## config.mk

```make
export PLATFORM = sky130hd
export DESIGN_NAME = car_collision_resolver_flat
export DESIGN_NICKNAME = d
export VERILOG_FILES = /design/src/rtl/car_collision_resolver_if.sv /design/src/rtl/car_collision_resolver.sv /design/src/flat_wrapper.sv
export SDC_FILE = /design/constraint.sdc
export NUM_CORES = 1
export LEC_CHECK = 0
export BUFFER_PORTS_ARGS = -buffer_cell sky130_fd_sc_hd__buf_2
export CORE_UTILIZATION = 42
export DETAILED_ROUTE_END_ITERATION = 8
export HOLD_SLACK_MARGIN = 0.1
export PLACE_DENSITY = 0.76
export SLEW_MARGIN = 20
export SYNTH_ARGS = -nofsm -noshare
export SYNTH_HDL_FRONTEND = slang
export SYNTH_SLANG_ARGS = --single-unit
```

## constraint.sdc

```tcl
create_clock -name clk -period 2.58 [get_ports clk]
set_input_delay 0.129 -clock clk [delete_from_list [all_inputs] [get_ports clk]]
set_output_delay 0.129 -clock clk [all_outputs]
set_load 0.005 [all_outputs]
```

## src/rtl/car_collision_resolver_if.sv

```systemverilog
// Update bundle handed from the collision resolver to car physics on a valid/ready handshake.
interface car_collision_resolver_if #(
    parameter int VW = 16,
    parameter int AW = 10
);
    logic                 valid;
    logic                 ready;
    logic signed [VW-1:0] car1_v_x;
    logic signed [VW-1:0] car1_v_y;
    logic signed [VW-1:0] car1_v_m;
    logic signed [AW-1:0] car1_angle;
    logic signed [VW-1:0] car2_v_x;
    logic signed [VW-1:0] car2_v_y;
    logic signed [VW-1:0] car2_v_m;
    logic signed [AW-1:0] car2_angle;

    modport master (
        output valid, car1_v_x, car1_v_y, car1_v_m, car1_angle,
        output car2_v_x, car2_v_y, car2_v_m, car2_angle,
        input  ready
    );

    modport slave (
        input  valid, car1_v_x, car1_v_y, car1_v_m, car1_angle,
        input  car2_v_x, car2_v_y, car2_v_m, car2_angle,
        output ready
    );
endinterface

```

## src/rtl/car_collision_resolver.sv

```systemverilog
// Turns the handler's collision flag and late-settling results into one registered update per contact.
// Optional collision counter enabled by defining CAR_COLLISION_STATS_EN.
module car_collision_resolver #(
    parameter int SETTLE_CYCLES   = 40,
    parameter int COOLDOWN_FRAMES = 4,
    parameter int CNT_WIDTH       = 8,
    parameter int VW              = 16,
    parameter int AW              = 10
) (
    input  logic                 clk,
    input  logic                 rst_n,
    input  logic                 clear,
    input  logic                 frame_tick,
    input  logic                 collision,
    input  logic signed [VW-1:0] car1_v_x,
    input  logic signed [VW-1:0] car1_v_y,
    input  logic signed [VW-1:0] car1_v_m,
    input  logic signed [AW-1:0] car1_angle,
    input  logic signed [VW-1:0] car2_v_x,
    input  logic signed [VW-1:0] car2_v_y,
    input  logic signed [VW-1:0] car2_v_m,
    input  logic signed [AW-1:0] car2_angle,
    output logic                 busy,
`ifdef CAR_COLLISION_STATS_EN
    output logic [CNT_WIDTH-1:0] collision_cnt,
`endif
    car_collision_resolver_if.master upd
);
    localparam int SW = $clog2(SETTLE_CYCLES + 1);
    localparam int CW = (COOLDOWN_FRAMES < 1) ? 1 : $clog2(COOLDOWN_FRAMES + 1);

    typedef enum logic [1:0] {IDLE, SETTLE, OFFER, COOLDOWN} state_t;

    state_t          state, state_n;
    logic [SW-1:0]   settle_cnt, settle_n;
    logic [CW-1:0]   cd_cnt, cd_n;
    logic            valid_n;
    logic            latch_xy, latch_ma;
    logic            xfer;

    // Valid trails OFFER entry by one clock so the captured v_m/angle are already registered.
    always_comb begin
        state_n  = state;
        settle_n = settle_cnt;
        cd_n     = cd_cnt;
        valid_n  = upd.valid;
        latch_xy = 1'b0;
        latch_ma = 1'b0;
        xfer     = 1'b0;
        if (clear) begin
            state_n  = IDLE;
            settle_n = '0;
            cd_n     = '0;
            valid_n  = 1'b0;
        end else begin
            case (state)
                IDLE: if (collision) begin
                    latch_xy = 1'b1;
                    settle_n = SW'(SETTLE_CYCLES - 1);
                    state_n  = SETTLE;
                end
                SETTLE: if (settle_cnt == '0) begin
                    latch_ma = 1'b1;
                    state_n  = OFFER;
                end else begin
                    settle_n = settle_cnt - SW'(1);
                end
                OFFER: if (upd.valid && upd.ready) begin
                    xfer    = 1'b1;
                    valid_n = 1'b0;
                    if (COOLDOWN_FRAMES == 0) begin
                        state_n = IDLE;
                    end else begin
                        cd_n    = CW'(COOLDOWN_FRAMES);
                        state_n = COOLDOWN;
                    end
                end else begin
                    valid_n = 1'b1;
                end
                COOLDOWN: if (frame_tick) begin
                    cd_n = cd_cnt - CW'(1);
                    if (cd_cnt <= CW'(1)) begin
                        cd_n    = '0;
                        state_n = IDLE;
                    end
                end
                default: state_n = IDLE;
            endcase
        end
    end

    always_ff @(posedge clk or negedge rst_n) begin
        if (!rst_n) begin
            state      <= IDLE;
            settle_cnt <= '0;
            cd_cnt     <= '0;
            upd.valid  <= 1'b0;
        end else begin
            state      <= state_n;
            settle_cnt <= settle_n;
            cd_cnt     <= cd_n;
            upd.valid  <= valid_n;
        end
    end

    // Bundle is pure storage: bit-exact copies, held through cooldown and clear.
    always_ff @(posedge clk or negedge rst_n) begin
        if (!rst_n) begin
            upd.car1_v_x   <= '0;
            upd.car1_v_y   <= '0;
            upd.car2_v_x   <= '0;
            upd.car2_v_y   <= '0;
            upd.car1_v_m   <= '0;
            upd.car1_angle <= '0;
            upd.car2_v_m   <= '0;
            upd.car2_angle <= '0;
        end else begin
            if (latch_xy) begin
                upd.car1_v_x <= car1_v_x;
                upd.car1_v_y <= car1_v_y;
                upd.car2_v_x <= car2_v_x;
                upd.car2_v_y <= car2_v_y;
            end
            if (latch_ma) begin
                upd.car1_v_m   <= car1_v_m;
                upd.car1_angle <= car1_angle;
                upd.car2_v_m   <= car2_v_m;
                upd.car2_angle <= car2_angle;
            end
        end
    end

`ifdef CAR_COLLISION_STATS_EN
    always_ff @(posedge clk or negedge rst_n) begin
        if (!rst_n)
            collision_cnt <= '0;
        else if (clear)
            collision_cnt <= '0;
        else if (xfer && (collision_cnt != '1))
            collision_cnt <= collision_cnt + CNT_WIDTH'(1);
    end
`endif

    assign busy = (state != IDLE);

endmodule
```

## src/flat_wrapper.sv

```systemverilog
// flat-port wrapper written by rule: the top's interface ports become plain ports
module car_collision_resolver_flat 
#(
    parameter int SETTLE_CYCLES   = 40,
    parameter int COOLDOWN_FRAMES = 4,
    parameter int CNT_WIDTH       = 8,
    parameter int VW              = 16,
    parameter int AW              = 10
)
  (clk, rst_n, clear, frame_tick, collision, car1_v_x, car1_v_y, car1_v_m, car1_angle, car2_v_x, car2_v_y, car2_v_m, car2_angle, busy, upd_valid, upd_car1_v_x, upd_car1_v_y, upd_car1_v_m, upd_car1_angle, upd_car2_v_x, upd_car2_v_y, upd_car2_v_m, upd_car2_angle, upd_ready);
  car_collision_resolver_if #(.VW(VW), .AW(AW)) upd_i ();
  input  logic clk;
  input  logic rst_n;
  input  logic clear;
  input  logic frame_tick;
  input  logic collision;
  input  logic signed [VW-1:0] car1_v_x;
  input  logic signed [VW-1:0] car1_v_y;
  input  logic signed [VW-1:0] car1_v_m;
  input  logic signed [AW-1:0] car1_angle;
  input  logic signed [VW-1:0] car2_v_x;
  input  logic signed [VW-1:0] car2_v_y;
  input  logic signed [VW-1:0] car2_v_m;
  input  logic signed [AW-1:0] car2_angle;
  output logic busy;
  output wire logic [$bits(upd_i.valid)-1:0] upd_valid;
  output wire logic [$bits(upd_i.car1_v_x)-1:0] upd_car1_v_x;
  output wire logic [$bits(upd_i.car1_v_y)-1:0] upd_car1_v_y;
  output wire logic [$bits(upd_i.car1_v_m)-1:0] upd_car1_v_m;
  output wire logic [$bits(upd_i.car1_angle)-1:0] upd_car1_angle;
  output wire logic [$bits(upd_i.car2_v_x)-1:0] upd_car2_v_x;
  output wire logic [$bits(upd_i.car2_v_y)-1:0] upd_car2_v_y;
  output wire logic [$bits(upd_i.car2_v_m)-1:0] upd_car2_v_m;
  output wire logic [$bits(upd_i.car2_angle)-1:0] upd_car2_angle;
  input wire logic [$bits(upd_i.ready)-1:0] upd_ready;
  assign upd_valid = upd_i.valid;
  assign upd_car1_v_x = upd_i.car1_v_x;
  assign upd_car1_v_y = upd_i.car1_v_y;
  assign upd_car1_v_m = upd_i.car1_v_m;
  assign upd_car1_angle = upd_i.car1_angle;
  assign upd_car2_v_x = upd_i.car2_v_x;
  assign upd_car2_v_y = upd_i.car2_v_y;
  assign upd_car2_v_m = upd_i.car2_v_m;
  assign upd_car2_angle = upd_i.car2_angle;
  assign upd_i.ready = upd_ready;
  car_collision_resolver #(.SETTLE_CYCLES(SETTLE_CYCLES), .COOLDOWN_FRAMES(COOLDOWN_FRAMES), .CNT_WIDTH(CNT_WIDTH), .VW(VW), .AW(AW)) u_core (.clk(clk), .rst_n(rst_n), .clear(clear), .frame_tick(frame_tick), .collision(collision), .car1_v_x(car1_v_x), .car1_v_y(car1_v_y), .car1_v_m(car1_v_m), .car1_angle(car1_angle), .car2_v_x(car2_v_x), .car2_v_y(car2_v_y), .car2_v_m(car2_v_m), .car2_angle(car2_angle), .busy(busy), .upd(upd_i));
endmodule
```

==> reports/summary.txt, run 1 <==
status -> finished clean
TritonRoute pass-1 iters -> 4
min Tclk post-route -> 1980 ps
Clock Skew -> 7.00 ps
vias post-DR -> 4,191
clock power share -> 0.251
Seq pwr share -> 0.380
Post-synth top cells -> dfrtp_1, mux2_2, mux2_4, inv_1
total power -> 9.37 mW
Slew headroom -> 0.564
crit path DAT -> 2270 ps
Leak -> 4.31 nW
vias per cell -> 4.75
maxcap violations -> 0
initial antenna violation count -> 0
drt wl/cell -> 16.5 um
commonest register cell after synthesis -> dfrtp_1
nature of the critical path endpoint -> register
Worst R2R End -> u_core.settle_cnt[1]
most common cell in the netlist -> dfrtp_1
Synth area leader -> dfrtp_1
CTS sink count -> 128
reg2reg setup slack -> 600 ps
CTS tree -> yes
type of the worst setup path -> reg -> reg
Reg2Reg Depth -> 6
switching power -> 2.88 mW
Hold Path Depth -> 3
RSZ-0062 raised after global routing -> false
Synth-to-Final Area Change -> 59.4%
port bufs -> 239
largest cells by area after synthesis -> dfrtp_1, mux2_4, mux2_2, ha_1, buf_6
Pint -> 6.49 mW
Syn Inst Count -> 334
post-synthesis net count -> 464
DR DRC count -> 0
final setup violation count -> 0
ant diodes -> 0
CP max FO -> 8
largest net degree at the start of global routing -> 65
Hold WS -> 202 ps
Sw Ratio -> 0.308
Critical Path Source Type -> register
VDD IR max -> 0.000471 V
Final Max Slew Viols -> 0
Slew @ Worst Pin -> 654 ps
number of synthesized flops with an enable pin -> 0
fraction of layout cells with a size suffix above 1 -> 0.554
clk_lat worst skew -> 400 ps
Final ANT Viol Nets -> 0
dpl cell area -> 6700 um2
#FFs+latches synth -> 128
Placeable Area -> 12,200 um2
Worst Hold Path EP -> u_core.settle_cnt[4]
setup TNS -> 0 ps
RR Startpoint -> u_core.state[1]
Yosys warnings -> 0
Final Routed Wirelength -> 14,600 um
register area share after synthesis -> 0.601
total grt overflow -> 0
worst setup path startpoint -> u_core.state[1]
Nets -> 832
Syn Area/Cell -> 15.9 um2
vias in the first global route -> 4,589
initial core utilization -> 0.438
DRT iter0 DRCs -> 262
first-pass GRT wire length -> 22,500 um
CTS root buf -> clkbuf_16
Placement Setup Slack -> 670 ps
Tcrit/Tclk final -> 0.766
FMAX -> 506 MHz
CTS Buf Count -> 17
Async SR Flop Fraction -> 1.00
CTS clk-pin slew, worst paths -> 60 ps
CP required -> 2880 ps
post-synth cell types -> 35
detailed placement HPWL -> 8730 um
Post-Syn Area -> 5330 um2
Ports -> 240
setup ws final -> 604 ps
Die Height -> 115 um
top-area cell type share of the netlist area -> 0.601
GP Congestion -> 0.764
die footprint -> 13,100 um2
Horiz. Die Dim -> 115 um
H-tree depth -> 4
Hold Vio Cnt, Final -> 0
deepest clock path buffer count -> 2
GR Util All Layers -> 0.225
Site Rows -> 40
Gate power share -> 0.370
PwrDens -> 1100 nW/um2
cell area after layout -> 8490 um2
Hold Crit Class -> in -> reg
Hold Startpoint -> collision
logic make-up after synthesis:
group                    count (synthesis)  synth area share
flip-flops                             128             0.601
multiplexers                           117             0.282
AO/OA/AOI/OAI                           29            0.0378
AND/OR/NAND/NOR                         28            0.0338
buffers and inverters                   24            0.0258
adder cells (fa/ha/maj)                  8            0.0188
worst max path at each step:
stage,cells past startpoint,endpoint
after floorplan,6,u_core.cd_cnt[1]
after global placement,6,u_core.cd_cnt[1]
after detailed placement,6,u_core.settle_cnt[1]
after CTS,6,u_core.settle_cnt[1]
after global routing,6,u_core.settle_cnt[1]
final,6,u_core.settle_cnt[1]
worst max-delay path, stage by stage (launching register included):
cell      delay, ps
dfrtp_1         400
inv_1           110
ha_1            360
mux2i_1         240
a31oi_1         400
nor2_1           80
a311oi_1        280
power groups by stage:
stage / clock network, mW / registers [mW] / logic, mW
2_1_floorplan: 0 / 3.58 / 1.79
3_3_place_gp: 0 / 3.48 / 3.15
3_5_place_dp: 0 / 3.53 / 3.27
4_1_cts: 2.39 / 3.52 / 3.43
5_1_grt: 2.47 / 3.66 / 3.74
6_report: 2.35 / 3.56 / 3.46
area by class of cell:
class,count,area (um2)
clock inverter,14,156
timing repair buffer,363,2470
fill,790,3670
inverter,10,37.5
tap,168,210
multi-input combinational,182,1990
sequential,128,3200
clock buffer,18,429
what timing repair did:
item | in CTS | in global routing
endpoints found under the hold margin | 172 | 0
resized for setup | 0 | 0
setup buffers | 0 | 0
hold buffers | 120 | 0
sequential cells by signal, summed over array words and instances, names as in the netlist:
register,count
u_core.upd.car1_v_m,16
u_core.upd.car1_v_x,16
u_core.upd.car1_v_y,16
u_core.upd.car2_v_m,16
u_core.upd.car2_v_x,16
u_core.upd.car2_v_y,16
u_core.upd.car1_angle,10
u_core.upd.car2_angle,10
u_core.settle_cnt,6
u_core.cd_cnt,3
u_core.state,2
u_core.upd.valid,1
metal layers:
metal | wire length (um) | vias up | track usage
li1 | - | 1917 | -
met1 | 5440 | 2050 | 0.241
met2 | 7620 | 186 | 0.410
met3 | 1060 | 38 | 0.0720
met4 | 424 | 0 | 0.0900
met5 | 0 | - | 0
cell usage in the layout (no fill, tap or decap), types with 4 or more instances in the layout:
master	count
inv_1	10
a21oi_1	5
dlygate4sd3_1	120
clkbuf_16	17
or3_1	5
buf_2	238
ha_1	8
nor2_1	7
nand2_1	4
inv_6	4
o21ai_0	6
mux2_4	50
mux2_2	66
dfrtp_1	128
clkinvlp_4	4
through the flow:
stage | std cells | util
2_1_floorplan | 334 | -
6_report | 883 | 0.698
5_1_grt | 883 | 0.698
3_5_place_dp | 731 | 0.551
3_3_place_gp | 731 | 0.551
4_1_cts | 883 | 0.698
Power figures use the tool's default switching activity.
==> inputs of run 2 (changes only) <==
PLACE_DENSITY = 0.78   (was 0.76)
clock period = 1.8 ns   (was 2.58 ns; I/O delays follow)
==> reports/summary.txt, run 2 (same netlist as run 1, synthesis figures left out) <==
initial antenna violation count -> 1 (+1)
deepest clock path buffer count -> 2 (unchanged)
GP Congestion -> 0.764 (about the same)
first-pass GRT wire length -> 23,400 um (+3.8%)
fraction of layout cells with a size suffix above 1 -> 0.582 (+0.0283)
Ports -> 240 (unchanged)
RSZ-0062 raised after global routing -> true
crit path DAT -> 2100 ps (-170 ps)
H-tree depth -> 4 (unchanged)
largest net degree at the start of global routing -> 45 (-31%)
Hold Vio Cnt, Final -> 0 (unchanged)
Site Rows -> 40 (unchanged)
Placeable Area -> 12,200 um2 (unchanged)
DR DRC count -> 0 (unchanged)
port bufs -> 239 (unchanged)
RR Startpoint -> u_core.state[1]
vias post-DR -> 4,314 (+2.9%)
CTS sink count -> 128 (unchanged)
Final Routed Wirelength -> 15,200 um (+4.7%)
clk_lat worst skew -> 410 ps (about the same)
nature of the critical path endpoint -> register
drt wl/cell -> 16.9 um (+2.7%)
Tcrit/Tclk final -> 0.981 (+0.215)
Slew headroom -> 0.675 (+0.111)
CTS Buf Count -> 17 (unchanged)
Hold Crit Class -> in -> reg
initial core utilization -> 0.438 (unchanged)
VDD IR max -> 0.000799 V (+69%)
total grt overflow -> 0 (unchanged)
Nets -> 847 (+1.8%)
Final ANT Viol Nets -> 0 (unchanged)
DRT iter0 DRCs -> 156 (-40%)
TritonRoute pass-1 iters -> 4 (unchanged)
CTS tree -> yes
setup TNS -> 0 ps (unchanged)
most frequent cells in the layout -> buf_2, dfrtp_1, dlygate4sd3_1
vias per cell -> 4.79 (+0.99%)
final setup violation count -> 0 (unchanged)
status -> finished clean
Slew @ Worst Pin -> 487 ps (-166 ps)
Clock Skew -> 7.15 ps (+0.155 ps)
maxcap violations -> 0 (unchanged)
CP required -> 2130 ps (-750 ps)
Horiz. Die Dim -> 115 um (unchanged)
min Tclk post-route -> 1770 ps (-210 ps)
Hold Startpoint -> collision
commonest non-fill, non-tap cell in the layout -> buf_2
Critical Path Source Type -> register
detailed placement HPWL -> 8840 um (+1.3%)
Synth-to-Final Area Change -> 63.5%
Fill cells -> 770 (-2.5%)
type of the worst setup path -> reg -> reg
Hold WS -> 156 ps (-45.9 ps)
die footprint -> 13,100 um2 (unchanged)
FMAX -> 566 MHz (+12%)
CTS clk-pin slew, worst paths -> 60 ps (about the same)
CTS root buf -> clkbuf_16
worst setup path startpoint -> u_core.state[1]
reg2reg setup slack -> 30 ps (-570 ps)
Leak -> 4.38 nW (+1.7%)
CP max FO -> 3 (-5)
Final Max Slew Viols -> 0 (unchanged)
Die Height -> 115 um (unchanged)
GR Util All Layers -> 0.237 (+0.0117)
vias in the first global route -> 4,711 (+2.7%)
PwrDens -> 1580 nW/um2 (+43%)
[run 2: cell types whose count changed in the layout (fill, tap and decap cells not counted), sizes merged]
cell,before,now
clkinvlp,4,6
diode,0,2
clkinv,4,3
bufinv,2,1
buf,243,258
[run 2: layout make-up]
class / count / area [um2] / share of cell area
Clock inverter: 14 / 135 / 0.0155
Antenna cell: 2 / 5.00 / 0.000575
Clock buffer: 18 / 429 / 0.0493
Sequential cell: 128 / 3210 / 0.368
Timing Repair Buffer: 378 / 2630 / 0.302
Multi-Input combinational cell: 182 / 2050 / 0.236
Tap cell: 168 / 210 / 0.0241
Inverter: 10 / 37.5 / 0.00431
[run 2: report_power, final]
group	internal [mW]	switching [mW]	total [mW]	leakage, nW
Sequential	4.28	0.846	5.13	1.54
Clock	1.92	1.34	3.26	0.257
Combinational	3.22	2.12	5.34	2.58
[run 2: through the flow]
step                      power [mW]  instance area [um2]   util  setup slack [ps]  cells
after floorplan                 7.69                 5330      -              54.8    334
after global placement          9.68                 6850  0.563              51.8    744
after detailed placement        9.91                 6850  0.563             -49.5    744
after CTS                       13.5                 8630  0.710              1.89    897
after global routing            14.5                 8700  0.716             -35.7    899
final                           13.7                 8710  0.716              34.2    900
[run 2: metal layers]
metal,share of wire,global-route usage,up-vias
met4,0.033,0.121,0
met5,0,0,-
met1,0.36,0.243,2129
li1,-,-,1963
met3,0.063,0.0672,47
met2,0.55,0.438,175
[run 2: repair_timing]
item,CTS,global route
hold endpoints to repair,252,0
hold buffers,120,0
gates resized for setup,4,15
setup endpoints to repair,4,56
pin swaps,0,2
buffers inserted,1,1
[run 2: final timing paths]
check,endpoint,cells past startpoint
max,u_core.cd_cnt[1],5
min,u_core.settle_cnt[4],3
min reg2reg,u_core.upd.car1_v_y[1],1
max in group asynchronous,u_core.upd.car1_v_x[12],3
min in group asynchronous,u_core.upd.car1_v_m[2],2
max reg2reg,u_core.cd_cnt[1],5
[run 2: worst max-delay path, cell delays in order (launching register included)]
cell and delay [ps]:
dfrtp_2 450, ha_4 180, nor2b_1 140, or3_4 400, or3_4 380, a21oi_2 140
